===== src/rtl/pu_tag_lookup_engine_pkg.sv =====
`default_nettype none
// ============================================================================
//  Module      : pu_tag_lookup_engine_pkg
//  Description : Shared widths, FSM state type and tag-table entry layout for
//                the PU tag lookup engine.
//  Revision    : 1.0 - initial release
// ============================================================================
package pu_tag_lookup_engine_pkg;

    localparam int DEF_NUM_OF_PU     = 4;
    localparam int DEF_TAG_BKT_NBITS = 4;
    localparam int TAG_NBITS         = 16;
    localparam int RCI_NBITS         = 8;
    localparam int PU_ID_NBITS       = 2;

    // Lookup sequencing: grant, read 8 entries, let the read pipe empty, report.
    typedef enum logic [1:0] {
        ST_IDLE   = 2'd0,
        ST_SCAN   = 2'd1,
        ST_DRAIN  = 2'd2,
        ST_STATUS = 2'd3
    } lookup_state_t;

    // One tag-table word as returned by the table.
    typedef struct packed {
        logic                 valid;
        logic [TAG_NBITS-1:0] tag;
        logic [RCI_NBITS-1:0] rci;
    } tbl_entry_t;

endpackage : pu_tag_lookup_engine_pkg
`default_nettype wire


===== src/rtl/pu_tag_lookup_engine_if.sv =====
`default_nettype none
// ============================================================================
//  Module      : pu_tag_lookup_engine_if
//  Description : PU request/ack, tag-table read port and result/status bus of
//                the tag lookup engine. The engine is the slave side.
//  Revision    : 1.0 - initial release
// ============================================================================
interface pu_tag_lookup_engine_if
    import pu_tag_lookup_engine_pkg::*;
#(
    parameter int NUM_OF_PU = DEF_NUM_OF_PU,
    parameter int BKT_NBITS = DEF_TAG_BKT_NBITS
);

    logic [NUM_OF_PU-1:0]                lookup_req;
    logic [NUM_OF_PU-1:0][TAG_NBITS-1:0] lookup_tag;
    logic [NUM_OF_PU-1:0]                lookup_ack;

    logic                                tbl_rd;
    logic [BKT_NBITS+2:0]                tbl_raddr;
    tbl_entry_t                          tbl_rdata;

    logic                                tag_lookup_valid;
    logic [RCI_NBITS-1:0]                tag_lookup_result;
    logic [2:0]                          tag_lookup_result_num;
    logic [PU_ID_NBITS-1:0]              tag_lookup_result_pid;

    logic                                tag_lookup_status_valid;
    logic [3:0]                          tag_lookup_status;
    logic [PU_ID_NBITS-1:0]              tag_lookup_status_pid;

    modport slave (
        input  lookup_req, lookup_tag, tbl_rdata,
        output lookup_ack, tbl_rd, tbl_raddr,
        output tag_lookup_valid, tag_lookup_result, tag_lookup_result_num, tag_lookup_result_pid,
        output tag_lookup_status_valid, tag_lookup_status, tag_lookup_status_pid
    );

    modport master (
        output lookup_req, lookup_tag, tbl_rdata,
        input  lookup_ack, tbl_rd, tbl_raddr,
        input  tag_lookup_valid, tag_lookup_result, tag_lookup_result_num, tag_lookup_result_pid,
        input  tag_lookup_status_valid, tag_lookup_status, tag_lookup_status_pid
    );

endinterface : pu_tag_lookup_engine_if
`default_nettype wire


===== src/rtl/pu_tag_lookup_engine_rr_arb.sv =====
`default_nettype none
// ============================================================================
//  Module      : pu_rr_arb
//  Description : Round-robin arbiter. The search starts at the requester after
//                the last one granted; after reset it starts at requester 0.
//  Revision    : 1.0 - initial release
// ============================================================================
module pu_rr_arb #(
    parameter int NUM_OF_PU = 4,
    parameter int ID_NBITS  = 2
) (
    input  wire logic                 clk,
    input  wire logic                 rstn,
    input  wire logic [NUM_OF_PU-1:0] i_req,
    input  wire logic                 i_advance,
    output logic      [NUM_OF_PU-1:0] o_gnt,
    output logic      [ID_NBITS-1:0]  o_gnt_id
);

    localparam logic [ID_NBITS:0]   c_num  = (ID_NBITS+1)'(NUM_OF_PU);
    localparam logic [ID_NBITS-1:0] c_last = ID_NBITS'(NUM_OF_PU - 1);

    logic [ID_NBITS-1:0] r_ptr;
    logic [ID_NBITS:0]   w_idx;
    logic                w_found;

    // Pick the first requester at or after the pointer, wrapping once.
    always_comb begin
        o_gnt    = '0;
        o_gnt_id = '0;
        w_found  = 1'b0;
        w_idx    = '0;
        for (int i = 0; i < NUM_OF_PU; i++) begin
            w_idx = {1'b0, r_ptr} + (ID_NBITS+1)'(i);
            if (w_idx >= c_num) begin
                w_idx = w_idx - c_num;
            end
            if (!w_found && i_req[w_idx[ID_NBITS-1:0]]) begin
                w_found                     = 1'b1;
                o_gnt[w_idx[ID_NBITS-1:0]] = 1'b1;
                o_gnt_id                    = w_idx[ID_NBITS-1:0];
            end
        end
    end

    // Move the search start past the requester just granted.
    always_ff @(posedge clk or negedge rstn) begin
        if (!rstn) begin
            r_ptr <= '0;
        end else if (i_advance) begin
            r_ptr <= (o_gnt_id == c_last) ? '0 : o_gnt_id + ID_NBITS'(1);
        end
    end

endmodule : pu_rr_arb
`default_nettype wire


===== src/rtl/pu_tag_lookup_engine.sv =====
`default_nettype none
// ============================================================================
//  Module      : pu_tag_lookup_engine
//  Description : Serves one PU tag lookup at a time: reads the 8 entries of the
//                tag's bucket, emits each valid match with its ordinal, then
//                reports the match count and acks the requesting PU.
//  Revision    : 1.0 - initial release
// ============================================================================
module pu_tag_lookup_engine
    import pu_tag_lookup_engine_pkg::*;
#(
    parameter int NUM_OF_PU = DEF_NUM_OF_PU,
    parameter int BKT_NBITS = DEF_TAG_BKT_NBITS
) (
    input  wire logic             clk,
    input  wire logic             rstn,
    pu_tag_lookup_engine_if.slave bus
);

    localparam int c_addr_nbits = BKT_NBITS + 3;

    lookup_state_t            r_state;
    logic [PU_ID_NBITS-1:0]   r_pid;
    logic [NUM_OF_PU-1:0]     r_gnt;
    logic [TAG_NBITS-1:0]     r_tag;
    logic [2:0]               r_entry;
    logic                     r_drain;
    logic [3:0]               r_cnt;
    logic                     r_rd_d1;

    logic                     r_tbl_rd;
    logic [c_addr_nbits-1:0]  r_tbl_raddr;
    logic [NUM_OF_PU-1:0]     r_ack;
    logic                     r_res_valid;
    logic [RCI_NBITS-1:0]     r_res;
    logic [2:0]               r_res_num;
    logic [PU_ID_NBITS-1:0]   r_res_pid;
    logic                     r_sts_valid;
    logic [3:0]               r_sts;
    logic [PU_ID_NBITS-1:0]   r_sts_pid;

    logic [NUM_OF_PU-1:0]     w_gnt;
    logic [PU_ID_NBITS-1:0]   w_gnt_id;
    logic                     w_grant_en;
    logic                     w_match;
    logic [TAG_NBITS-1:0]     w_gnt_tag;
    logic [2:0]               w_next_entry;

    assign w_grant_en   = (r_state == ST_IDLE) && (|bus.lookup_req);
    assign w_gnt_tag    = bus.lookup_tag[w_gnt_id];
    assign w_next_entry = r_entry + 3'd1;
    // Read data is only meaningful the cycle after a strobe.
    assign w_match      = r_rd_d1 && bus.tbl_rdata.valid && (bus.tbl_rdata.tag == r_tag);

    pu_rr_arb #(
        .NUM_OF_PU (NUM_OF_PU),
        .ID_NBITS  (PU_ID_NBITS)
    ) u_arb (
        .clk       (clk),
        .rstn      (rstn),
        .i_req     (bus.lookup_req),
        .i_advance (w_grant_en),
        .o_gnt     (w_gnt),
        .o_gnt_id  (w_gnt_id)
    );

    // Lookup FSM together with its registered table-read, result and status outputs.
    always_ff @(posedge clk or negedge rstn) begin
        if (!rstn) begin
            r_state     <= ST_IDLE;
            r_pid       <= '0;
            r_gnt       <= '0;
            r_tag       <= '0;
            r_entry     <= '0;
            r_drain     <= 1'b0;
            r_cnt       <= '0;
            r_rd_d1     <= 1'b0;
            r_tbl_rd    <= 1'b0;
            r_tbl_raddr <= '0;
            r_ack       <= '0;
            r_res_valid <= 1'b0;
            r_res       <= '0;
            r_res_num   <= '0;
            r_res_pid   <= '0;
            r_sts_valid <= 1'b0;
            r_sts       <= '0;
            r_sts_pid   <= '0;
        end else begin
            r_ack       <= '0;
            r_sts_valid <= 1'b0;
            r_sts       <= '0;
            r_sts_pid   <= '0;
            r_rd_d1     <= r_tbl_rd;

            // Ordinal is the number of matches already seen in this lookup.
            if (w_match) begin
                r_res_valid <= 1'b1;
                r_res       <= bus.tbl_rdata.rci;
                r_res_num   <= r_cnt[2:0];
                r_res_pid   <= r_pid;
                r_cnt       <= r_cnt + 4'd1;
            end else begin
                r_res_valid <= 1'b0;
                r_res       <= '0;
                r_res_num   <= '0;
                r_res_pid   <= '0;
            end

            case (r_state)
                ST_IDLE: begin
                    if (w_grant_en) begin
                        r_pid       <= w_gnt_id;
                        r_gnt       <= w_gnt;
                        r_tag       <= w_gnt_tag;
                        r_cnt       <= '0;
                        r_entry     <= '0;
                        r_tbl_rd    <= 1'b1;
                        r_tbl_raddr <= {w_gnt_tag[BKT_NBITS-1:0], 3'd0};
                        r_state     <= ST_SCAN;
                    end
                end
                ST_SCAN: begin
                    if (r_entry == 3'd7) begin
                        r_tbl_rd    <= 1'b0;
                        r_tbl_raddr <= '0;
                        r_drain     <= 1'b0;
                        r_state     <= ST_DRAIN;
                    end else begin
                        r_entry     <= w_next_entry;
                        r_tbl_raddr <= {r_tag[BKT_NBITS-1:0], w_next_entry};
                    end
                end
                ST_DRAIN: begin
                    // Two cycles let the last read return and its result register.
                    if (r_drain) begin
                        r_sts_valid <= 1'b1;
                        r_sts       <= r_cnt;
                        r_sts_pid   <= r_pid;
                        r_ack       <= r_gnt;
                        r_state     <= ST_STATUS;
                    end else begin
                        r_drain     <= 1'b1;
                    end
                end
                ST_STATUS: begin
                    r_state <= ST_IDLE;
                end
                default: begin
                    r_state <= ST_IDLE;
                end
            endcase
        end
    end

    assign bus.tbl_rd                  = r_tbl_rd;
    assign bus.tbl_raddr               = r_tbl_raddr;
    assign bus.lookup_ack              = r_ack;
    assign bus.tag_lookup_valid        = r_res_valid;
    assign bus.tag_lookup_result       = r_res;
    assign bus.tag_lookup_result_num   = r_res_num;
    assign bus.tag_lookup_result_pid   = r_res_pid;
    assign bus.tag_lookup_status_valid = r_sts_valid;
    assign bus.tag_lookup_status       = r_sts;
    assign bus.tag_lookup_status_pid   = r_sts_pid;

endmodule : pu_tag_lookup_engine
`default_nettype wire

===== src/flat_wrapper.sv =====
// flat-port wrapper written by rule: the top's interface ports become plain ports
module pu_tag_lookup_engine_flat import pu_tag_lookup_engine_pkg::*;
#(
    parameter int NUM_OF_PU = DEF_NUM_OF_PU,
    parameter int BKT_NBITS = DEF_TAG_BKT_NBITS
)
  (clk, rstn, bus_lookup_req, bus_lookup_tag, bus_tbl_rdata, bus_lookup_ack, bus_tbl_rd, bus_tbl_raddr, bus_tag_lookup_valid, bus_tag_lookup_result, bus_tag_lookup_result_num, bus_tag_lookup_result_pid, bus_tag_lookup_status_valid, bus_tag_lookup_status, bus_tag_lookup_status_pid);
  pu_tag_lookup_engine_if #(.NUM_OF_PU(NUM_OF_PU), .BKT_NBITS(BKT_NBITS)) bus_i ();
  input  wire logic clk;
  input  wire logic rstn;
  input wire logic [$bits(bus_i.lookup_req)-1:0] bus_lookup_req;
  input wire logic [$bits(bus_i.lookup_tag)-1:0] bus_lookup_tag;
  input wire logic [$bits(bus_i.tbl_rdata)-1:0] bus_tbl_rdata;
  output wire logic [$bits(bus_i.lookup_ack)-1:0] bus_lookup_ack;
  output wire logic [$bits(bus_i.tbl_rd)-1:0] bus_tbl_rd;
  output wire logic [$bits(bus_i.tbl_raddr)-1:0] bus_tbl_raddr;
  output wire logic [$bits(bus_i.tag_lookup_valid)-1:0] bus_tag_lookup_valid;
  output wire logic [$bits(bus_i.tag_lookup_result)-1:0] bus_tag_lookup_result;
  output wire logic [$bits(bus_i.tag_lookup_result_num)-1:0] bus_tag_lookup_result_num;
  output wire logic [$bits(bus_i.tag_lookup_result_pid)-1:0] bus_tag_lookup_result_pid;
  output wire logic [$bits(bus_i.tag_lookup_status_valid)-1:0] bus_tag_lookup_status_valid;
  output wire logic [$bits(bus_i.tag_lookup_status)-1:0] bus_tag_lookup_status;
  output wire logic [$bits(bus_i.tag_lookup_status_pid)-1:0] bus_tag_lookup_status_pid;
  assign bus_i.lookup_req = bus_lookup_req;
  assign bus_i.lookup_tag = bus_lookup_tag;
  assign bus_i.tbl_rdata = bus_tbl_rdata;
  assign bus_lookup_ack = bus_i.lookup_ack;
  assign bus_tbl_rd = bus_i.tbl_rd;
  assign bus_tbl_raddr = bus_i.tbl_raddr;
  assign bus_tag_lookup_valid = bus_i.tag_lookup_valid;
  assign bus_tag_lookup_result = bus_i.tag_lookup_result;
  assign bus_tag_lookup_result_num = bus_i.tag_lookup_result_num;
  assign bus_tag_lookup_result_pid = bus_i.tag_lookup_result_pid;
  assign bus_tag_lookup_status_valid = bus_i.tag_lookup_status_valid;
  assign bus_tag_lookup_status = bus_i.tag_lookup_status;
  assign bus_tag_lookup_status_pid = bus_i.tag_lookup_status_pid;
  pu_tag_lookup_engine #(.NUM_OF_PU(NUM_OF_PU), .BKT_NBITS(BKT_NBITS)) u_core (.clk(clk), .rstn(rstn), .bus(bus_i));
endmodule

===== config.mk =====
export PLATFORM = sky130hd
export DESIGN_NAME = pu_tag_lookup_engine_flat
export DESIGN_NICKNAME = d
export VERILOG_FILES = /design/src/rtl/pu_tag_lookup_engine_pkg.sv /design/src/rtl/pu_tag_lookup_engine_if.sv /design/src/rtl/pu_tag_lookup_engine_rr_arb.sv /design/src/rtl/pu_tag_lookup_engine.sv /design/src/flat_wrapper.sv
export SDC_FILE = /design/constraint.sdc
export NUM_CORES = 1
export LEC_CHECK = 0
export ABC_AREA = 1
export BUFFER_PORTS_ARGS = -buffer_cell sky130_fd_sc_hd__buf_2
export CAP_MARGIN = 40
export CORE_AREA = 5 5 116 118
export DETAILED_ROUTE_END_ITERATION = 12
export DIE_AREA = 0 0 121 123
export GPL_TIMING_DRIVEN = 0
export PLACE_DENSITY = 0.54
export SLEW_MARGIN = 20
export SYNTH_ARGS = -nofsm -noshare
export SYNTH_HDL_FRONTEND = slang
export SYNTH_SLANG_ARGS = --single-unit
export TNS_END_PERCENT = 5

===== constraint.sdc =====
create_clock -name clk -period 2.05 [get_ports clk]
set_input_delay 0.615 -clock clk [delete_from_list [all_inputs] [get_ports clk]]
set_output_delay 0.615 -clock clk [all_outputs]
set_load 0.02 [all_outputs]

==> out/metrics.cfg <==
[synth]
synth_area_sq_um = 3990
synth_nets = 633
synth_edf_count = 0
synth_flop_cell = dfrtp_1
ys_ff_latch = 68
synthCells = 526
yosys_warnings = 0
ys_types = 37
ys_top_cells_by_area = dfrtp_1 (43%), nand2_1 (14%), inv_1 (6.8%)
async_flop_share_pct = 100
synth_common_cells = nand2_1 (151), inv_1 (72), dfrtp_1 (68), nor2_1 (50), nand3_1 (46)
ys_seq_area_share_pct = 42.7
synth_top_cell_by_area = dfrtp_1
synth_top_area_share_pct = 42.7
synth_area_per_cell_sq_um = 7.58
synthMostInstantiatedCell = nand2_1

[clock_network]
tritoncts = yes
clock_path_buffers = 2
cts-hold-fix-buffers = 0
cts.clk_slew.worst_paths_ns = 0.05
insertion_delay_ns = 0.33
cts_htree_levels = 3
cts_made_buffers = 9
cts-root-buf = clkbuf_16
clkSinkCount = 68

[global_routing]
overflow = 0
grt_max_degree = 58
antenna_found_initial = 0
grt_pass1_wl_microns = 19600
groute.usage.overall_pct = 16.9
grt_pass1_vias = 4028

[timing]
skew_ns = 0.00443
hold_viol_final = 0
setup_slack_ns = -0.0443
fin_crit_ns = 2.09
fin_crit_sh_pct = 102
fmax_mhz = 477
worstMarginPinSlew_ns = 0.509
rsz0062_at_grt = true
finalSetupViolCount = 9
maxSlewViolCount = 0
relSlewSlack_pct = 66.1

[power]
p_leak_uw = 0.00299
irDropWorstVdd_mv = 1.32
finalPower_uw = 9450
power_density_nw_per_um2 = 1730

[route]
via_per_inst = 4.50
wl_per_cell_microns = 13.9
routed-via-count = 3876
drt_iter0_markers = 200
wl_microns = 12000
drc_errors = 0
ant_nets = 0
first_pass_iters = 4

[final_layout]
fin_nets = 791
area_growth_pct = 37.2
final_layout_size_suffix_gt1_share_pct = 32.2
post-route-util_pct = 44.3
antenna_cells = 0

[place]
place_congestion = 0.849
dp_hpwl_microns = 9510
portBuffers = 127

[min_path]
min_path_type = primary input to asynchronous set/reset pin

[job]
maxCapViolCount = 0

[critical_path]
critPathMaxStageDelay_ns = 0.42
worstPathArrival_ns = 2.30
crit_top_cell = nand2_4
regToRegSetupSlack_ns = -0.04
crit_family = simple AND/OR/NAND/NOR gates
cp-start-kind = flip-flop
required_ns = 2.25
cp-end-kind = flip-flop
slowest_stage = dfrtp_2
worstSetupPathType = flip-flop to flip-flop
worstPathMaxFanout = 10
path_buf_inv = 3
cp_cell_sequence = inv_6, ha_4, inv_2, nand3_2, nand2_4, o21ai_2, nand2_2, nand2_4, nand2_4, buf_6, or2_0, o211ai_1, nand3_1

[floorplanning]
core_region_area_sq_um = 12400
ios = 128
die_area_sq_um = 14900
rows = 41
die_y_microns = 123
start_util_pct = 32.3
die_x_microns = 121

[status]
outcome = complete, but fails checks
violations = negative setup slack

[flip-flops by register name, summed over array words and instances, names as in the netlist]
register / cells
u_core.r_cnt: 4
u_core.r_entry: 3
u_core.r_pid: 2
u_core.r_rd_d1: 1
u_core.r_state: 2
u_core.bus.tag_lookup_status: 4
u_core.bus.tag_lookup_status_pid: 2
u_core.bus.tag_lookup_valid: 1
u_core.bus.tag_lookup_result_pid: 2
u_core.r_drain: 1
u_core.r_tag: 16
u_core.bus.tbl_rd: 1
u_core.bus.tbl_raddr: 7
u_core.u_arb.r_ptr: 2
u_core.bus.tag_lookup_result_num: 3
u_core.bus.tag_lookup_status_valid: 1
u_core.bus.lookup_ack: 4
u_core.r_gnt: 4
u_core.bus.tag_lookup_result: 8
[worst paths after layout]
kind / startpoint / endpoint / cells after the start
max in group asynchronous: rstn / u_core.u_arb.r_ptr[1]$_DFFE_PN0N_ / 2
worst min-delay path: rstn / u_core.bus.tag_lookup_result[7]$_DFF_PN0_ / 1
worst min register to register: u_core.bus.tbl_rd$_DFFE_PN0P_ / u_core.r_rd_d1$_DFF_PN0_ / 0
worst max-delay path: u_core.u_arb.r_ptr[0]$_DFFE_PN0N_ / u_core.r_tag[10]$_DFFE_PN0P_ / 13
min in group clk: u_core.bus.tbl_rd$_DFFE_PN0P_ / u_core.r_rd_d1$_DFF_PN0_ / 0
worst max register to register: u_core.u_arb.r_ptr[0]$_DFFE_PN0N_ / u_core.r_tag[10]$_DFFE_PN0P_ / 13
[where the power goes]
group          switching [uW]  internal [uW]
Sequential                229           1750
Clock                     546           1090
Combinational            3600           2230
[placed cells by master (no fill, tap or decap), types with 2 or more instances in the layout]
| cell type | netlist | layout |
|---|---|---|
| o31ai_1 | 2 | 2 |
| o21ai_0 | 7 | 7 |
| buf_2 | 0 | 126 |
| nand3_1 | 46 | 42 |
| a21oi_1 | 16 | 15 |
| nand2_4 | 2 | 5 |
| nor2_4 | 5 | 6 |
| nor4_1 | 3 | 3 |
| o21bai_1 | 3 | 3 |
| or2_2 | 5 | 5 |
| ha_1 | 12 | 11 |
| inv_2 | 5 | 5 |
| dfrtp_2 | 0 | 2 |
| xor2_1 | 6 | 6 |
| dfrtp_1 | 68 | 66 |
| inv_1 | 72 | 70 |
| or2_0 | 4 | 3 |
| clkbuf_16 | 0 | 9 |
| nand3_2 | 1 | 5 |
| nand4_1 | 10 | 10 |
| bufinv_16 | 0 | 2 |
| buf_4 | 3 | 17 |
| nand2_2 | 5 | 9 |
| nor3_1 | 6 | 5 |
| nor2_1 | 50 | 49 |
| a31oi_1 | 3 | 3 |
| clkbuf_1 | 8 | 5 |
| a221oi_1 | 3 | 3 |
| buf_6 | 4 | 6 |
| clkinv_2 | 0 | 3 |
| clkbuf_2 | 0 | 4 |
| o211ai_1 | 13 | 13 |
| o21ai_2 | 2 | 3 |
| buf_12 | 0 | 2 |
| nand2_1 | 151 | 144 |
| o21ai_1 | 3 | 2 |
[what timing repair did]
item,CTS,global route
endpoints found under the setup margin,31,39
pin swaps,15,7
gates resized for setup,20,13
setup buffers,17,1
[stage by stage]
stage / area [sq um] / std cells / TNS [ns] / hold WS, ns / setup slack, ns
floorplan: 4010 / 526 / 0 / 0.319 / 0.00273
global route: 5470 / 861 / -2.74 / 0.136 / -0.173
detailed placement: 4900 / 827 / -16.11 / 0.400 / -0.529
finish: 5470 / 861 / -0.200 / 0.128 / -0.0443
CTS: 5420 / 860 / -0.178 / 0.122 / -0.0368
global placement: 4860 / 825 / -27.87 / 0.394 / -0.887
[logic make-up after synthesis]
logic type	count (synthesis)	share of synthesized area [%]
compound gates	53	8.44
xor+xnor	7	1.54
flops	68	42.7
buf+inv	92	9.69
fa+ha+maj	12	3.76
simple gates	294	33.9
[area by class of cell]
class | count | area (sq um)
fillers | 1287 | 6890
multi-input cells | 366 | 1990
flip-flops and latches | 68 | 1700
repair buffers | 147 | 845
inverters | 77 | 297
clock buffers | 11 | 243
well taps | 172 | 215
plain buffers | 15 | 110
clock inverters | 5 | 75.1
[metal layers]
metal,global-route usage [%],wire [microns],vias up
li1,-,-,1998
met1,23.7,5810,1717
met2,25.9,5190,140
met3,2.61,703,21
met4,7.22,292,0
met5,0,0,-
(Power assumes the default switching activity.)
